### src/rtl/parity_rx_pkg.sv
// Shared state encoding, line-level and parity-mode constants for the parity serial receiver.
package parity_rx_pkg;

    typedef enum logic [2:0] {
        StIdle   = 3'd0,
        StStart  = 3'd1,
        StData   = 3'd2,
        StParity = 3'd3,
        StStop   = 3'd4,
        StBreak  = 3'd5
    } rx_state_e;

    localparam logic LINE_IDLE = 1'b1;
    localparam logic START_BIT = 1'b0;
    localparam logic PAR_ODD   = 1'b1;
    localparam logic PAR_EVEN  = 1'b0;

    // Parity bit the transmitter should have sent for a word whose XOR-reduction is data_xor.
    function automatic logic expected_parity(input logic data_xor, input logic mode);
        return (mode == PAR_ODD) ? ~data_xor : data_xor;
    endfunction

endpackage

### src/rtl/parity_rx_bit_timer.sv
// Bit-period timer for the receiver: half/full-bit sample ticks plus a data-bit counter.
module parity_rx_bit_timer #(
    parameter int unsigned CLKS_PER_BIT = 4,
    parameter int unsigned DATA_W       = 4,
    parameter int unsigned BIT_W        = 2
) (
    input  logic             clk,
    input  logic             rst,
    input  logic             i_restart,
    input  logic             i_half,
    input  logic             i_bit_en,
    output logic             o_tick,
    output logic             o_last_bit,
    output logic [BIT_W-1:0] o_bit_idx
);

    localparam int unsigned      CNT_W    = $clog2(CLKS_PER_BIT);
    localparam logic [CNT_W-1:0] HALF_M1  = CNT_W'(CLKS_PER_BIT / 2 - 1);
    localparam logic [CNT_W-1:0] FULL_M1  = CNT_W'(CLKS_PER_BIT - 1);
    localparam logic [BIT_W-1:0] LAST_BIT = BIT_W'(DATA_W - 1);

    logic [CNT_W-1:0] r_cnt;
    logic [BIT_W-1:0] r_bit;
    logic [CNT_W-1:0] w_target;

    assign w_target   = i_half ? HALF_M1 : FULL_M1;
    assign o_tick     = !i_restart && (r_cnt == w_target);
    assign o_last_bit = (r_bit == LAST_BIT);
    assign o_bit_idx  = r_bit;

    always_ff @(posedge clk or posedge rst) begin
        if (rst) begin
            r_cnt <= '0;
            r_bit <= '0;
        end else if (i_restart) begin
            r_cnt <= '0;
            r_bit <= '0;
        end else if (o_tick) begin
            r_cnt <= '0;
            if (i_bit_en) begin
                r_bit <= r_bit + BIT_W'(1);
            end
        end else begin
            r_cnt <= r_cnt + CNT_W'(1);
        end
    end

endmodule

### src/rtl/parity_serial_rx.sv
// Serial frame receiver: start, DATA_W data bits LSB first, parity, stop; flags parity/stop errors.
// Define PARITY_RX_SYNC_EN to pass rx_in through a 2-flop synchroniser before any decision.
module parity_serial_rx #(
    parameter int unsigned DATA_W       = 4,
    parameter int unsigned CLKS_PER_BIT = 4,
    parameter int unsigned ODD_PARITY   = 1
) (
    input  logic              clk,
    input  logic              rst,
    input  logic              rx_in,
    output logic [DATA_W-1:0] data_out,
    output logic              data_valid,
    output logic              parity_err,
    output logic              frame_err,
    output logic              busy
);

    import parity_rx_pkg::*;

    localparam int unsigned BIT_W    = (DATA_W > 1) ? $clog2(DATA_W) : 1;
    localparam logic        PAR_MODE = (ODD_PARITY != 0) ? PAR_ODD : PAR_EVEN;

    rx_state_e         r_state;
    rx_state_e         w_state_next;
    logic              w_rx;
    logic              w_tick;
    logic              w_last_bit;
    logic              w_restart;
    logic              w_half;
    logic              w_bit_en;
    logic [BIT_W-1:0]  w_bit_idx;
    logic [DATA_W-1:0] r_shift;
    logic [DATA_W-1:0] r_data_out;
    logic              r_par_err_pend;
    logic              r_stop_pend;
    logic              r_stop_bit;
    logic              r_data_valid;
    logic              r_par_err;
    logic              r_frame_err;

`ifdef PARITY_RX_SYNC_EN
    logic r_sync1;
    logic r_sync2;

    always_ff @(posedge clk or posedge rst) begin
        if (rst) begin
            r_sync1 <= LINE_IDLE;
            r_sync2 <= LINE_IDLE;
        end else begin
            r_sync1 <= rx_in;
            r_sync2 <= r_sync1;
        end
    end

    assign w_rx = r_sync2;
`else
    assign w_rx = rx_in;
`endif

    parity_rx_bit_timer #(
        .CLKS_PER_BIT(CLKS_PER_BIT),
        .DATA_W      (DATA_W),
        .BIT_W       (BIT_W)
    ) u_timer (
        .clk       (clk),
        .rst       (rst),
        .i_restart (w_restart),
        .i_half    (w_half),
        .i_bit_en  (w_bit_en),
        .o_tick    (w_tick),
        .o_last_bit(w_last_bit),
        .o_bit_idx (w_bit_idx)
    );

    always_ff @(posedge clk or posedge rst) begin
        if (rst) begin
            r_state <= StIdle;
        end else begin
            r_state <= w_state_next;
        end
    end

    always_comb begin
        w_state_next = r_state;
        w_restart    = 1'b0;
        w_half       = 1'b0;
        w_bit_en     = 1'b0;
        case (r_state)
            StIdle: begin
                w_restart = 1'b1;
                if (w_rx == START_BIT) w_state_next = StStart;
            end
            StStart: begin
                w_half = 1'b1;
                if (w_tick) w_state_next = (w_rx == START_BIT) ? StData : StIdle;
            end
            StData: begin
                w_bit_en = 1'b1;
                if (w_tick && w_last_bit) w_state_next = StParity;
            end
            StParity: begin
                if (w_tick) w_state_next = StStop;
            end
            StStop: begin
                // Leave at the stop midpoint so the next start edge can be caught early.
                if (w_tick) w_state_next = (w_rx == LINE_IDLE) ? StIdle : StBreak;
            end
            StBreak: begin
                w_restart = 1'b1;
                if (w_rx == LINE_IDLE) w_state_next = StIdle;
            end
            default: w_state_next = StIdle;
        endcase
    end

    // Stop sample is staged one cycle so all results publish together with data_valid.
    always_ff @(posedge clk or posedge rst) begin
        if (rst) begin
            r_shift        <= '0;
            r_par_err_pend <= 1'b0;
            r_stop_pend    <= 1'b0;
            r_stop_bit     <= LINE_IDLE;
            r_data_out     <= '0;
            r_data_valid   <= 1'b0;
            r_par_err      <= 1'b0;
            r_frame_err    <= 1'b0;
        end else begin
            r_stop_pend  <= 1'b0;
            r_data_valid <= r_stop_pend;
            if (w_tick) begin
                case (r_state)
                    StData:   r_shift[w_bit_idx] <= w_rx;
                    StParity: r_par_err_pend <= (w_rx != expected_parity(^r_shift, PAR_MODE));
                    StStop: begin
                        r_stop_pend <= 1'b1;
                        r_stop_bit  <= w_rx;
                    end
                    default: ;
                endcase
            end
            if (r_stop_pend) begin
                r_data_out  <= r_shift;
                r_par_err   <= r_par_err_pend;
                r_frame_err <= (r_stop_bit != LINE_IDLE);
            end
        end
    end

    assign data_out   = r_data_out;
    assign data_valid = r_data_valid;
    assign parity_err = r_par_err;
    assign frame_err  = r_frame_err;
    assign busy       = (r_state != StIdle);

endmodule
### config.mk
export PLATFORM = sky130hd
export DESIGN_NAME = parity_serial_rx
export DESIGN_NICKNAME = d
export VERILOG_FILES = /design/src/rtl/parity_rx_pkg.sv /design/src/rtl/parity_rx_bit_timer.sv /design/src/rtl/parity_serial_rx.sv
export SDC_FILE = /design/constraint.sdc
export NUM_CORES = 1
export LEC_CHECK = 0
export ABC_AREA = 0
export BUFFER_PORTS_ARGS = -buffer_cell sky130_fd_sc_hd__buf_2
export CORE_ASPECT_RATIO = 1.2
export CORE_MARGIN = 5
export CORE_UTILIZATION = 40
export CTS_BUF_LIST = sky130_fd_sc_hd__clkbuf_4
export DETAILED_ROUTE_END_ITERATION = 6
export HOLD_SLACK_MARGIN = 0.08
export PLACE_DENSITY = 0.67
export SYNTH_ARGS = -nofsm -noshare
export SYNTH_HDL_FRONTEND = slang
export SYNTH_HIERARCHICAL = 1
export SYNTH_SLANG_ARGS = --single-unit
### constraint.sdc
create_clock -name clk -period 5.9 [get_ports clk]
set_clock_uncertainty 0.05 [all_clocks]
set_input_delay 1.18 -clock clk [delete_from_list [all_inputs] [get_ports clk]]
set_output_delay 1.18 -clock clk [all_outputs]
set_load 0.005 [all_outputs]
==> summary.md <==
| Metric | Value |
|---|---|
| Outcome | `finished, final reports clean` |
| Synth cell types | `29` |
| Grt met2 use | `18.0%` |
| Setup_tns | `0 ns` |
| Ys async rst share | `100%` |
| CP top delay family | `flip-flops` |
| Final min period | `2.55 ns` |
| Post-route ant nets | `0` |
| Synth Flop Type | `dfrtp_1` |
| Power density cells | `396 nW/um^2` |
| Area after DPL | `1080 sq um` |
| Area share of the largest cell type after synthesis | `49.3%` |
| Maxcap violations | `0` |
| Critical path buffers and inverters | `1` |
| Slowest cell on the critical path | `dfrtp_1` |
| Commonest cells post-synth | `20 x dfrtp_1, 11 x nor2_1, 6 x mux2_2, 5 x nand2_1` |
| Post-route worst setup slack | `3.35 ns` |
| Critical Path End | `busy` |
| Largest family of logic cells by synthesized area | `simple AND/OR/NAND/NOR gates` |
| DR vias/cell | `5.00` |
| Final hold viol count | `0` |
| Die width | `56.0 um` |
| Total CTS buffers | `3` |
| Syn Area/Cell | `11.8 sq um` |
| Clk_lat worst skew | `0.29 ns` |
| Die Ht | `65.2 um` |
| Clock-pin slew on the worst setup and hold paths | `0.11 ns` |
| Largest net degree at the start of global routing | `18` |
| Overall Power | `442 uW` |
| CTS tree | `yes` |
| First-pass GRT wire length | `3070 um` |
| Arrival @ worst endpoint | `1.32 ns` |
| CP endpoint kind | `primary output` |
| Die ar. | `3650 sq um` |
| Hold crit path type | `flop to flop` |
| Worst slew pin tran | `0.659 ns` |
| WS Path Type | `flop to primary output` |
| Crit path depth | `2` |
| Grt peak-use layer | `met2` |
| # diodes | `0` |
| Total core area | `2480 sq um` |
| Setup crit start kind | `flop` |
| Row Count | `20` |
| Post-Synth Adder-Cell Area | `1.23%` |
| 1st-iter DRT viols | `15` |
| Hold-fix buffers, CTS | `0` |
| Final Instance Count excl. Fillers | `128` |
| Yosys top cell by area | `dfrtp_1` |
| Clock Path Buffers | `2` |
| Post-Syn Instances | `86` |
| Peak Freq | `0.393 GHz` |
| Initial Util | `41.0%` |
| Hold Slack | `0.442 ns` |
| Met1 Usage GRT | `13.6%` |
| WL/cell | `12.8 um` |
| R2R Setup Slk | `3.51 ns` |
| GPL Wtd Cong | `0.750` |
| Boundary pin count | `11` |
| # resized after CTS | `0` |
| Global route overflow | `0` |
| Cell Area, Synth | `1020 sq um` |
| Cell count after placement | `124` |
| Top cells by area, synth | `dfrtp_1 49%, mux2_2 6.7%, mux2_4 4.4%, nor2_1 4.1%, mux2i_1 3.0%` |
| Ratio of cells with drive above 1 in the final layout | `28.4%` |
| Global Route Usage Sum | `10.5%` |
| # DRC | `0` |
| Compound-gate portion of the synthesized area | `3.20%` |
| FF-to-FF End | `r_shift[2]` |
| Post CTS Setup Buffer Count | `0` |
| Origin of the worst setup path | `r_state[0]` |
| Maximum fanout along the worst path | `11` |
| Final HPWL DP | `1250 um` |
| Worst r2r src | `r_state[0]` |
| DR vias | `640` |
| Met3 usage | `1.96%` |
| Port Buffer Count | `10` |
| Register area share after synthesis | `51.8%` |
| Synth Area in Simple Gates | `18.8%` |
| Peak supply drop | `0.000265 V` |
| Synth warnings | `6` |
| Final core occ | `45.0%` |
| Place WS | `3.52 ns` |
| CTS Sinks | `21` |
| H-Tree Level Count | `1` |
| Final net count | `100` |
| Fin crit share | `43.2%` |
| Xor-xnor portion of the synthesized cell area | `5.67%` |
| Worst-path cell chain | `or3_1 -> buf_2` |
| EDFF count, synth | `0` |
| DR pass1 iterations | `4` |
| Rel. slew slack | `56.0%` |
| Fill cells | `238` |
| Final instance area | `1110 sq um` |
| Final WL | `1640 um` |
| Root buf cell | `clkbuf_4` |
| Largest stage delay on the critical path | `0.50 ns` |
| Final setup viols | `0` |
| Static leakage | `0.544 nW` |
| Critical Path RT | `4.67 ns` |
| Worst r2r path cells | `7` |
| Syn nets | `90` |
| Number of global-route vias before repair | `690` |
| Multiplexer area fraction after synthesis | `16.3%` |
| #FFs+latches synth | `21` |
| Most numerous cell in the Yosys netlist | `dfrtp_1` |
| Initial antenna violation count | `0` |
| Synth-to-Final Area Change | `9.73%` |
| Slew Viols, Final | `0` |
| RSZ-0062 raised after global routing | `false` |
[placed cells by master (no fill, tap or decap), types with 2 or more instances in the layout]
master	count
a21oi_1	3
buf_2	10
clkbuf_4	4
dfrtp_1	20
inv_1	2
mux2_1	2
mux2_2	6
mux2_4	3
mux2i_1	3
nand2_1	5
nand2b_1	3
nand3b_1	3
nand4b_1	2
nor2_1	11
nor3b_1	2
xor2_1	3
[layer usage]
| layer | wire (um) | vias up |
|---|---|---|
| li1 | - | 311 |
| met1 | 730 | 316 |
| met2 | 830 | 11 |
| met3 | 64 | 2 |
| met4 | 9 | 0 |
| met5 | 0 | - |
[how the worst min path moves through the flow]
stage                           startpoint                to  cells past startpoint
final                       r_par_err_pend    r_par_err_pend                      2
after global routing        r_par_err_pend    r_par_err_pend                      2
after CTS                 u_timer/r_cnt[0]  u_timer/r_cnt[0]                      1
after detailed placement    r_par_err_pend    r_par_err_pend                      2
after global placement      r_par_err_pend    r_par_err_pend                      2
after floorplan                r_stop_pend        data_valid                      0
[state kept, by name, indices dropped and copies added (netlist names)]
signal,cells
r_par_err_pend,1
r_state,3
r_shift,4
u_timer/r_cnt,2
r_stop_bit,1
r_stop_pend,1
parity_err,1
data_out,4
frame_err,1
data_valid,1
u_timer/o_bit_idx,2
[report_power, final]
part	internal [mW]	switching (mW)
sequential	0.178	0.0442
combinational	0.0777	0.0710
clock	0.0308	0.0394
[layout make-up]
cell class	instances	area, sq um	area share (%)
sequential	21	527	47.3
tap	33	41.3	3.70
inverter	2	7.51	0.673
multi-input combinational	58	459	41.2
timing repair buffer	10	50.0	4.49
clock buffer	4	30.0	2.69
[worst min-delay path, delay by kind of cell (launching register included)]
kind | cells | cell delay [ns]
DFF | 1 | 0.36
AOI/OAI and AO/OA | 1 | 0.06
and+or+nand+nor | 1 | 0.05
[logic make-up (layout without fill, tap and decap cells)]
group | Yosys count | in the layout
buffers and inverters | 7 | 16
flip-flops | 21 | 21
AND/OR/NAND/NOR | 32 | 32
AO/OA/AOI/OAI | 6 | 6
multiplexers | 14 | 14
adder cells (fa/ha/maj) | 1 | 1
XOR/XNOR | 5 | 5
Note: power is estimated with default switching activity, not from simulation.
